[src/rtl/hazard_stall_ctrl.sv]
// Pipeline hazard controller: load-use bubbles, memory-wait freeze, branch squash
// and interrupt entry (drain the pipe with NOPs, then ack until irq drops).
module hazard_stall_ctrl #(
   parameter int RF_ADDR_W        = 5,
   parameter int LOAD_USE_BUBBLES = 1,
   parameter int DRAIN_CYCLES     = 3
) (
   input  logic                 clk,
   input  logic                 reset_n,
   input  logic                 dec_valid,
   input  logic                 dec_reads_rs,
   input  logic                 dec_reads_rd,
   input  logic [RF_ADDR_W-1:0] dec_rs_addr,
   input  logic [RF_ADDR_W-1:0] dec_rd_addr,
   input  logic                 ex_is_load,
   input  logic                 ex_writes_rf,
   input  logic [RF_ADDR_W-1:0] ex_wr_addr,
   input  logic                 ex_branch_taken,
   input  logic                 mem_busy,
   input  logic                 irq,
   output logic                 stall_fd,
   output logic                 stall_de,
   output logic                 flush_fd,
   output logic                 flush_de,
   output logic                 itr_de,
   output logic                 irq_ack,
   output logic                 irq_active
);

   typedef enum logic [1:0] {RUN, DRAIN, ACK} state_t;

   state_t     state;
   logic [2:0] bubble_cnt;
   logic [3:0] drain_cnt;
   logic       pend_flush;
   logic       hazard;
   logic       branch;

   always_comb begin
      hazard = dec_valid & ex_is_load & ex_writes_rf & (ex_wr_addr != '0) &
               ((dec_reads_rs & (dec_rs_addr == ex_wr_addr)) |
                (dec_reads_rd & (dec_rd_addr == ex_wr_addr)));
      branch = ex_branch_taken | pend_flush;
   end

   always_ff @(posedge clk) begin
      if (!reset_n) begin
         state      <= RUN;
         bubble_cnt <= '0;
         drain_cnt  <= '0;
         pend_flush <= 1'b0;
      end else if (mem_busy) begin
         // Whole pipe frozen; a branch resolved now is replayed once the freeze ends.
         if (ex_branch_taken)
            pend_flush <= 1'b1;
      end else begin
         case (state)
            RUN: begin
               if (branch) begin
                  pend_flush <= 1'b0;
                  bubble_cnt <= '0;
               end else if (hazard && bubble_cnt == '0) begin
                  bubble_cnt <= 3'(LOAD_USE_BUBBLES - 1);
               end else if (bubble_cnt != '0) begin
                  bubble_cnt <= bubble_cnt - 3'd1;
               end
               if (irq) begin
                  state      <= DRAIN;
                  drain_cnt  <= 4'(DRAIN_CYCLES - 1);
                  bubble_cnt <= '0;
               end
            end
            DRAIN: begin
               pend_flush <= 1'b0;
               if (drain_cnt == '0)
                  state <= ACK;
               else
                  drain_cnt <= drain_cnt - 4'd1;
            end
            ACK: begin
               if (!irq)
                  state <= RUN;
            end
            default: state <= RUN;
         endcase
      end
   end

   always_comb begin
      stall_fd   = 1'b0;
      stall_de   = 1'b0;
      flush_fd   = 1'b0;
      flush_de   = 1'b0;
      itr_de     = 1'b0;
      irq_ack    = 1'b0;
      irq_active = 1'b0;
      if (reset_n) begin
         irq_active = (state != RUN);
         if (mem_busy) begin
            stall_fd = 1'b1;
            stall_de = 1'b1;
         end else if (state == DRAIN) begin
            itr_de   = 1'b1;
            flush_fd = 1'b1;
         end else if (state == ACK) begin
            stall_fd = 1'b1;
            itr_de   = 1'b1;
            irq_ack  = 1'b1;
         end else if (branch) begin
            flush_fd = 1'b1;
            flush_de = 1'b1;
         end else if (hazard || bubble_cnt != '0) begin
            stall_fd = 1'b1;
            flush_de = 1'b1;
         end
      end
   end

endmodule

[config.mk]
export PLATFORM = sky130hd
export DESIGN_NAME = hazard_stall_ctrl
export DESIGN_NICKNAME = d
export VERILOG_FILES = /design/src/rtl/hazard_stall_ctrl.sv
export SDC_FILE = /design/constraint.sdc
export NUM_CORES = 1
export LEC_CHECK = 0
export CORE_UTILIZATION = 47
export CTS_BUF_LIST = sky130_fd_sc_hd__clkbuf_4 sky130_fd_sc_hd__clkbuf_8
export DETAILED_ROUTE_END_ITERATION = 16
export DONT_BUFFER_PORTS = 1
export PLACE_DENSITY = 0.61
export SETUP_SLACK_MARGIN = 0.1
export SYNTH_ARGS = -nofsm -noshare
export SYNTH_HDL_FRONTEND = slang
export SYNTH_SLANG_ARGS = --single-unit
[constraint.sdc]
create_clock -name clk -period 3.3 [get_ports clk]
set_input_delay 0.495 -clock clk [delete_from_list [all_inputs] [get_ports clk]]
set_output_delay 0.495 -clock clk [all_outputs]
set_load 0.01 [all_outputs]
Word-level counts from Yosys, hierarchy flattened
Index checks and enable logic that the tools add are counted.
{"block": "classes", "addsub": 2, "n_eq_ne": 10, "muxes": 41, "bitwise_logic": 9, "reduce_logical": 15}
{"op": "2-to-1 mux 1 bit", "count": 29}
{"op": "2-to-1 mux 3 bit", "count": 4}
{"op": "== test 5 bit", "count": 2}
{"op": "inequality test 2 bit (second input constant)", "count": 5}
{"op": "2-to-1 mux 4 bit", "count": 2}
{"op": "one-hot mux 4 bit (2 select lines)", "count": 1}
{"op": "AND reduction 4 bit", "count": 2}
{"op": "bitwise AND 1 bit", "count": 6}
{"op": "2-to-1 mux 2 bit", "count": 3}
{"op": "one-hot mux 2 bit (3 select lines)", "count": 1}
{"op": "AND reduction 3 bit", "count": 2}
{"op": "nonzero test 3 bit", "count": 2}
{"op": "nonzero test 5 bit", "count": 1}
{"op": "zero test 4 bit", "count": 1}
{"op": "nonzero test 2 bit", "count": 2}
{"op": "nonzero test 4 bit", "count": 1}
{"op": "subtractor 4 x 1 -> 4 bit (second input constant)", "count": 1}
{"op": "zero test 3 bit", "count": 1}
{"op": "inequality test 3 bit (second input constant)", "count": 1}
{"op": "subtractor 3 x 1 -> 3 bit (second input constant)", "count": 1}
{"op": "== test 2 x 1 -> 1 bit (second input constant)", "count": 1}
{"op": "== test 2 bit (second input constant)", "count": 1}
{"op": "zero test 2 bit", "count": 1}
{"op": "bitwise OR 1 bit", "count": 2}
{"op": "4 further kinds", "count": 4}
{"block": "word_totals", "register_bits": 10, "wordCells": 81}

Longest topological paths before layout
Gate-level depths: netlist of run 1.
{"block": "logic_depth", "ltp_word": 11, "ltp_mapped": 7, "depth_no_buf": 7}

Least setup slack after synthesis of run 1
No wires, ideal clock.
{"block": "synth_timing", "kind": "input-to-output", "start": "in ex_wr_addr[0]", "end": "out flush_de", "arrival_ns": 1.638, "setup_slack_ns": 1.167, "cell_stages": 5, "path_cell_list": "xnor2_1 nand4_1 o22ai_2 a21boi_2 a2111oi_1"}
{"block": "synth_via", "elab_chain_len": 11}
{"item": "start: declaration", "line_no": "17", "source": "input logic [RF_ADDR_W-1:0] ex_wr_addr,"}
{"item": "== test 5 bit (on tied branches)", "line_no": "41, 42"}
{"item": "bitwise AND 1 bit (on tied branches)", "line_no": "41, 42"}
{"item": "bitwise OR 1 bit", "line_no": "41", "source": "((dec_reads_rs & (dec_rs_addr == ex_wr_addr)) |"}
{"item": "bitwise AND 1 bit (*)", "line_no": "40", "source": "hazard = dec_valid & ex_is_load & ex_writes_rf & (ex_wr_addr != '0) &"}
{"item": "logical OR 1 bit (*)", "line_no": "112", "source": "end else if (hazard || bubble_cnt != '0) begin"}
{"item": "2-to-1 mux 1 bit (*)", "line_no": "112"}
{"item": "2-to-1 mux 1 bit (*)", "line_no": "109", "source": "end else if (branch) begin"}
{"item": "2-to-1 mux 1 bit (*)", "line_no": "105", "source": "end else if (state == ACK) begin"}
{"item": "2-to-1 mux 1 bit (*)", "line_no": "102", "source": "end else if (state == DRAIN) begin"}
{"item": "2-to-1 mux 1 bit (*)", "line_no": "99", "source": "if (mem_busy) begin"}
{"item": "2-to-1 mux 1 bit (*)", "line_no": "97", "source": "if (reset_n) begin"}
{"item": "end: declaration", "line_no": "24", "source": "output logic flush_de,"}
Every way passes the cells marked *; elsewhere a longest branch is shown, timed or not.

Worst setup path in the final report of run 1
{"block": "layout_timing", "start": "reg bubble_cnt[0]", "end": "out flush_de"}
{"block": "layout_via", "elab_chain_len": 8}
{"item": "start: declaration", "line_no": "33", "source": "logic [2:0] bubble_cnt;"}
{"item": "start signal: assignment", "line_no": "63", "source": "bubble_cnt <= 3'(LOAD_USE_BUBBLES - 1);"}
{"item": "start signal: assignment", "line_no": "65", "source": "bubble_cnt <= bubble_cnt - 3'd1;"}
{"item": "nonzero test 3 bit", "line_no": "112"}
{"item": "logical OR 1 bit", "line_no": "112"}
{"item": "2-to-1 mux 1 bit", "line_no": "112"}
{"item": "2-to-1 mux 1 bit", "line_no": "109"}
{"item": "2-to-1 mux 1 bit", "line_no": "105"}
{"item": "2-to-1 mux 1 bit", "line_no": "102"}
{"item": "2-to-1 mux 1 bit", "line_no": "99"}
{"item": "2-to-1 mux 1 bit", "line_no": "97"}
Every way passes these cells.

==> reports/results.ini, run 1 <==
[cts]
post_cts_buffers = 0
cts_tree = built
cts_hold_buffers = 0
cts_made_buffers = 3
post_cts_resized = 0
clk_latency_ns = 0.27
cts.htree.levels = 1
cts_buffer_depth = 2
clk_pin_slew_worst_paths_ns = 0.07
clock-sinks = 10
cts_root_buf = clkbuf_4

[floorplan]
ios = 32
dieArea_um2 = 1979
die_w_um = 44.49
rows = 14
die_h_um = 44.49
start_util_pct = 53.22
coreArea_um2 = 1594

[sta]
final-setup-viol-count = 0
fmax_ghz = 0.4085
slew_headroom_pct = 53.67
timing.final.crit_share_pct = 74.19
fin_skew_ns = 0.002511
tightest_slew_ns = 0.6932
finalCriticalPeriod_ns = 2.448
rsz0062_at_grt = no
finalSetupTns_ns = 0
finalHoldViolCount = 0
slew_viol_final = 0
hold_ws_ns = 0.3476

[min_path]
hp-start = reset_n
hold_class = in2reg

[route]
postRouteAntennaNets = 0
viasPerCell = 5.432
vias = 717
drc_errors = 0
first_pass_iters = 4
wl_um = 1637
drt_iter0_drc = 11
wl_per_cell_um = 12.40

[placed_design]
portBuffers = 0
gp_congestion = 0.7458
dp_hpwl_um = 1310

[grt]
grt_max_degree = 10
grt-ovfl-total = 0
grt_pass1_wl_um = 2849
grt_pass1_vias = 679
track_usage_pct = 19.95
antenna_found_initial = 0

[setup_path]
critPathCaptureType = output pin
crit_start = bubble_cnt[0]$_SDFFE_PN0P_
worst_setup_path_start_kind = flop
criticalPathCategory = reg2out
required_ns = 2.80
cp_max_fo = 3
rr_startpoint = state[1]$_SDFFE_PN0P_
worstPathArrival_ns = 1.95

[power_and_ir_drop]
p_leak_nw = 0.3529
ir_worst_vdd_uv = 274.7
power_density_nw_per_um2 = 399.5

[final_layout]
final_cell_mix = nor2_1, nand2_1, xnor2_1, dfxtp_1
diodes = 0
layout_commonest_cell = nor2_1
syn_to_final_growth_pct = 7.375
final_layout_size_suffix_gt1_share_pct = 9.259
fin_nets = 142
final_util_pct = 57.14

[run_status]
status = completed

[synthesis]
ys_seq_area_share_pct = 23.60
yosysWarningCount = 0
synthCells = 105
synthDistinctLibCells = 35
netlist_area_um2 = 848.3
syn_nets = 138
synth_area_per_cell_um2 = 8.079
ys_ff_latch = 10

[run]
cap_violations = 0

worst paths after layout:
kind	slack, ns	depth (start not counted)	to
setup / recovery	0.85	5	flush_de
hold / removal	0.35	1	drain_cnt[1]$_SDFFE_PN0P_
setup reg to reg	1.48	7	drain_cnt[3]$_SDFFE_PN0P_
hold reg to reg	0.48	2	pend_flush$_SDFFE_PN0P_
where the power goes:
part | internal [mW] | switching, mW | leakage (nW) | total (mW)
combinational | 0.0514 | 0.0609 | 0.251 | 0.112
sequential | 0.131 | 0.00721 | 0.0814 | 0.138
clock | 0.0671 | 0.0463 | 0.0210 | 0.113
total | 0.250 | 0.114 | 0.353 | 0.364
final cells by class:
class                           count  area [um^2]
Fill cell                         154        683.2
Multi-Input combinational cell     84        606.8
Sequential cell                    10        200.2
Inverter                           10        37.54
Clock buffer                        4        36.28
Tap cell                           24        30.03
cells in the mapped netlist:
master	count	area (um^2)
o32ai_1	1	8.760
nor3b_1	1	7.510
nor3_1	1	5.000
a2111oi_1	1	10.01
a21o_1	1	7.510
or4_4	1	11.26
o221a_1	1	11.26
o211ai_1	1	7.510
o21ai_0	2	10.01
nor2b_1	1	6.260
nand3_1	1	5.000
nand4bb_1	1	11.26
xnor2_1	10	87.58
clkbuf_1	1	3.750
a211o_1	1	8.760
nand2_1	11	41.29
a2111oi_4	1	27.53
o2111ai_1	1	8.760
inv_1	8	30.03
o22ai_2	1	12.51
mux2i_1	1	10.01
nor4bb_1	1	10.01
nand3b_1	1	7.510
xor2_1	2	17.52
o2111a_1	1	11.26
inv_2	2	7.510
nor2_1	15	56.30
o211a_1	1	10.01
ha_1	8	100.1
dfxtp_1	10	200.2
a21boi_2	1	11.26
and3_1	3	18.77
a21oi_1	7	35.03
nand4_1	4	25.02
nand2b_1	1	6.260
kinds of logic (layout without fill, tap and decap cells):
| group | count (synthesis) | in the layout | synth area share [%] |
|---|---|---|---|
| flops | 10 | 10 | 23.60 |
| compound gates | 21 | 21 | 21.24 |
| simple gates | 42 | 42 | 24.93 |
| mux | 1 | 1 | 1.180 |
| xor+xnor | 12 | 12 | 12.39 |
| fa+ha+maj | 8 | 8 | 11.80 |
| buf+inv | 11 | 14 | 4.867 |
per-layer routing:
metal / GRT usage, % / part of all wire [%]
met5: 0 / 0
met4: 10.91 / 2.3
met3: 7.755 / 8.2
met2: 26.47 / 40
met1: 27.21 / 50
critical path, stage by stage, from the launching register on:
cell,delay [ns]
dfxtp_1,0.36
inv_1,0.07
ha_1,0.20
ha_1,0.22
a21boi_2,0.17
a2111oi_1,0.67
registers in the layout, indices dropped and copies added (netlist names):
name and flops:
state 2, bubble_cnt 3, pend_flush 1, drain_cnt 4
metrics by stage:
| step | cell area (um^2) | total power, mW | std cells | setup slack (ns) |
|---|---|---|---|---|
| floorplan | 848.3 | 0.2353 | 105 | 1.167 |
| global placement | 874.6 | 0.2522 | 128 | 1.049 |
| detailed placement | 874.6 | 0.2541 | 128 | 0.9973 |
| CTS | 910.9 | 0.3697 | 132 | 0.8110 |
| global route | 910.9 | 0.3939 | 132 | 0.6938 |
| finish | 910.9 | 0.3639 | 132 | 0.8518 |
Note: power is estimated with default switching activity, not from simulation.
==> inputs of run 2 (changes only) <==
PLACE_DENSITY = 0.63   (was 0.61)
clock period = 2 ns   (was 3.3 ns; I/O delays follow)
==> reports/results.ini, run 2 (synthesized netlist as in run 1, its figures left out) <==
[power_and_ir_drop]
power_density_nw_per_um2 = 676.3
ir_worst_vdd_uv = 468.8
p_leak_nw = 0.3835

[setup_path]
slowest_stage = or4_4
path_buf_inv = 1
critPathCaptureType = output pin
required_ns = 1.70
criticalPathCategory = in2out
crit_chain = or4_4 > o2111a_1 > a21boi_4 > a2111oi_4 > buf_4
worst_setup_path_start_kind = input port
cp_max_fo = 3
path_delay_family = compound AO/OA/AOI/OAI gates
cp_slowest_stage_delay_ns = 0.52
worstPathArrival_ns = 1.58

[sta]
tightest_slew_ns = 0.4340
fmax_ghz = 0.5321
finalHoldViolCount = 0
finalSetupTns_ns = 0
fin_skew_ns = 0.002741
slew_headroom_pct = 70.96
rsz0062_at_grt = yes
slew_viol_final = 0
timing.final.crit_share_pct = 93.96
final-setup-viol-count = 0
finalCriticalPeriod_ns = 1.879

[cts]
clk_pin_slew_worst_paths_ns = 0.07
cts_tree = built
clock-sinks = 10
clk_latency_ns = 0.27
cts_buffer_depth = 2
cts_root_buf = clkbuf_4
cts.htree.levels = 1
cts_hold_buffers = 0
cts_made_buffers = 3

[final_layout]
finalInstanceArea_um2 = 996.0
final_layout_size_suffix_gt1_share_pct = 20.72
num-fill-cells = 141
multi_input_area_um2 = 666.9
largest_reg_flops = 4
fin_nets = 145
final_cell_mix = nor2_1, nand2_1, xnor2_1, dfxtp_1, a21oi_1
layout_commonest_cell = nor2_1
syn_to_final_growth_pct = 17.40
diodes = 0
regMostFlops = drain_cnt
reg.largest.list = drain_cnt x4, bubble_cnt x3, state x2
seq_area_um2 = 202.7

[floorplan]
die_h_um = 44.49
dieArea_um2 = 1979
die_w_um = 44.49
rows = 14
ios = 32
start_util_pct = 53.22
coreArea_um2 = 1594

[route]
drt_iter0_drc = 17
wl_per_cell_um = 13.52
drc_errors = 0
vias = 750
postRouteAntennaNets = 0
viasPerCell = 5.556
wl_um = 1825
first_pass_iters = 4

[run]
cap_violations = 0

[grt]
grt-ovfl-total = 0
grt_pass1_vias = 718
track_usage_pct = 20.61
grt_pass1_wl_um = 2973
grt_max_degree = 10
antenna_found_initial = 0

[placed_design]
portBuffers = 0
place_area_um2 = 889.6
gp_congestion = 0.7632
dp_hpwl_um = 1391

[min_path]
hold_class = in2reg

[run_status]
status = completed

-- run 2: worst reg2reg max path: stages (launching register included) --
cell	delay (ns)
dfxtp_1	0.40
inv_1	0.09
ha_1	0.19
nor2b_1	0.18
a2111oi_4	0.43
nand2_1	0.12
xor2_1	0.16
nor2_1	0.06
-- run 2: path summary, 6_finish.rpt --
path	cells after the start	slack [ns]	start	endpoint
max	5	0.12	ex_wr_addr[1]	flush_de
min	1	0.15	reset_n	drain_cnt[1]$_SDFFE_PN0P_
max reg2reg	7	0.28	state[1]$_SDFFE_PN0P_	drain_cnt[2]$_SDFFE_PN0P_
min reg2reg	2	0.49	pend_flush$_SDFFE_PN0P_	pend_flush$_SDFFE_PN0P_
-- run 2: layout make-up --
cell class	count	share of cell area, %
timing repair buffer	3	2.261
inverter	10	3.769
sequential	10	20.35
multi-input combinational	84	66.96
tap	24	3.015
clock buffer	4	3.643
-- run 2: layer usage --
| layer | track usage (%) | wire length (um) | part of all wire [%] |
|---|---|---|---|
| met1 | 25.50 | 865 | 47 |
| met2 | 32.06 | 832 | 46 |
| met3 | 8.980 | 114 | 6.2 |
| met4 | 6.667 | 13 | 0.71 |
| met5 | 0 | 0 | 0 |
-- run 2: what timing repair did --
item	in CTS	in global routing
resized for setup	10	4
cloned	0	0
endpoints found under the setup margin	2	3
pin swaps	3	1
buffers inserted	1	0
-- run 2: metrics by stage --
step	power [mW]	hold slack, ns	cells	setup slack, ns	utilization [%]
floorplan	0.3882	0.4405	105	0.2035	-
global placement	0.4221	0.4409	130	0.1889	55.81
detailed placement	0.4242	0.4428	130	0.1554	55.81
CTS	0.6653	0.1439	135	0.1054	61.07
global route	0.7236	0.1284	135	0.06527	62.48
finish	0.6736	0.1539	135	0.1207	62.48
-- run 2: power by group --
group / total, mW / switching, mW / internal (mW)
Sequential: 0.230 / 0.0126 / 0.217
Clock: 0.193 / 0.0824 / 0.111
Combinational: 0.250 / 0.125 / 0.126
Total: 0.674 / 0.220 / 0.454
==> inputs of run 3 (changes only) <==
ABC_AREA = 1   (was default)
==> reports/results.ini, run 3 <==
[sta]
slew_viol_final = 0
timing.final.crit_share_pct = 88.10
final-setup-viol-count = 0
hold_ws_ns = 0.1451
rsz0062_at_grt = no
finalSetupTns_ns = 0
fin_skew_ns = 0.007904
fmax_ghz = 0.5675
finalHoldViolCount = 0
finalCriticalPeriod_ns = 1.762
slew_headroom_pct = 83.60
tightest_slew_ns = 0.2434

[cts]
clk_latency_ns = 0.27
clock-sinks = 10
cts_made_buffers = 3
clk_pin_slew_worst_paths_ns = 0.07
cts_buffer_depth = 2
cts_root_buf = clkbuf_4
cts.htree.levels = 1
cts_tree = built

[placed_design]
portBuffers = 0
dp_hpwl_um = 1599
gp_congestion = 0.7858

[setup_path]
worst_setup_path_start_kind = flop
critPathCaptureType = output pin
criticalPathCategory = reg2out
crit_start = state[0]$_SDFFE_PN0P_
required_ns = 1.70
cp_slowest_stage_delay_ns = 0.33
path_buf_inv = 1
crit_chain = inv_1 > ha_1 > o21ai_0 > nor2_1 > o21ai_0 > nand2_1
cp_common_cell = o21ai_0
r2r_cells = 7
critical_path_depth = 6
path_delay_family = compound AO/OA/AOI/OAI gates
worstPathArrival_ns = 1.46
cp_max_fo = 4
r2r_end = drain_cnt[0]$_SDFFE_PN0P_
r2r_slack_ns = 0.54
slowest_stage = dfxtp_1
rr_startpoint = state[0]$_SDFFE_PN0P_

[grt]
track_usage_pct = 19.48
grt-ovfl-total = 0
grt_pass1_vias = 793
antenna_found_initial = 0
grt_pass1_wl_um = 3091
grt_max_degree = 9

[floorplan]
dieArea_um2 = 2190
coreArea_um2 = 1802
rows = 15
die_w_um = 46.80
die_h_um = 46.80
start_util_pct = 52.36
ios = 32

[synthesis]
synth_edf_count = 0
netlist_area_um2 = 943.4
ys_seq_area_share_pct = 21.22
synth.area.top_cells = dfxtp_1, nand2_1, inv_1
yosysTopAreaCell = dfxtp_1
yosysWarningCount = 0
synth_ff_type = dfxtp_1
synthTopCellsByCount = nand2_1, inv_1, nor2_1, dfxtp_1, nand3_1
async_flop_share_pct = 0
ys_ff_latch = 10
syn_nets = 194
synth_area_per_cell_um2 = 5.860
synthCells = 161
yosysTopAreaCellShare_pct = 21.22
synthDistinctLibCells = 21
yosysMostFrequentCell = nand2_1

[run]
cap_violations = 0

[min_path]
hold_path_end = bubble_cnt[1]$_SDFFE_PN0P_
hp-start = reset_n
hold_class = in2reg
holdPathStages = 2

[final_layout]
num-fill-cells = 211
final_layout_size_suffix_gt1_share_pct = 12.12
syn_to_final_growth_pct = 7.427
regMostFlops = drain_cnt
reg.largest.list = drain_cnt x4, bubble_cnt x3, state x2
fin_nets = 199
final_cell_mix = nand2_1, inv_1, nor2_1, dfxtp_1, nand3_1
largest_reg_flops = 4
layout_commonest_cell = nand2_1
diodes = 0

[route]
drt_iter0_drc = 16
vias = 948
drc_errors = 0
first_pass_iters = 4
postRouteAntennaNets = 0
wl_um = 1898
viasPerCell = 4.989
wl_per_cell_um = 9.989

[power_and_ir_drop]
p_leak_nw = 0.5499
fin_total_pwr_mw = 0.6790
power_density_nw_per_um2 = 670.0
ir_worst_vdd_uv = 568.4

[run_status]
status = completed

run 3: cell types whose count changed in the layout (fill, tap and decap cells not counted), moves of 3 or more:
| cell | previous run | this run |
|---|---|---|
| nor3_1 | 1 | 5 |
| and3_1 | 3 | 0 |
| nor2_2 | 0 | 3 |
| nand4_1 | 4 | 1 |
| buf_4 | 3 | 0 |
| nor2_1 | 15 | 24 |
| xnor2_1 | 10 | 0 |
| o21ai_0 | 2 | 5 |
| nand3_1 | 1 | 9 |
| nand2_1 | 11 | 42 |
| inv_1 | 5 | 31 |
run 3: timing repair:
item / CTS / global route
resized for setup: 0 / 1
buffers inserted: 0 / 0
hold buffers: 0 / 0
endpoints found under the hold margin: 0 / 0
setup endpoints to repair: 0 / 1
run 3: layer usage:
metal | part of all wire [%] | vias up | GRT usage [%]
met1 | 50 | 416 | 26.10
met3 | 6.6 | 2 | 6.154
met2 | 43 | 26 | 31.11
li1 | - | 504 | -
met4 | 0.42 | 0 | 3.429
met5 | 0 | - | 0
run 3: cells by family after synthesis:
logic type | share of synthesized area, %
AOI/OAI and AO/OA | 12.60
DFF | 21.22
adders and majority gates | 10.61
buffers and inverters | 13.93
and+or+nand+nor | 41.64
run 3: layout make-up:
cell class | count | area (um^2) | area share, %
clock buffer | 4 | 36.28 | 3.580
multi-input combinational | 116 | 614.3 | 60.62
inverter | 35 | 131.4 | 12.96
tap | 25 | 31.28 | 3.086
sequential | 10 | 200.2 | 19.75
run 3: per-stage QoR:
| step | cell area [um^2] | instances | util [%] | setup slack [ns] |
|---|---|---|---|---|
| global placement | 974.7 | 186 | 54.10 | 0.5162 |
| global route | 1013 | 190 | 56.25 | 0.1556 |
| floorplan | 943.4 | 161 | - | 0.6445 |
| finish | 1013 | 190 | 56.25 | 0.2379 |
| detailed placement | 974.7 | 186 | 54.10 | 0.4761 |
| CTS | 1011 | 190 | 56.11 | 0.1808 |
run 3: worst max-delay path by stage:
stage	to
floorplan	stall_fd
global placement	stall_fd
detailed placement	stall_fd
CTS	stall_fd
global route	stall_fd
finish	stall_fd
run 3: power breakdown:
part / internal, mW / leakage (nW) / switching (mW) / total [mW]
Sequential: 0.225 / 0.0822 / 0.0143 / 0.240
Clock: 0.111 / 0.0210 / 0.0725 / 0.183
Combinational: 0.0957 / 0.447 / 0.161 / 0.256
Total: 0.432 / 0.550 / 0.247 / 0.679
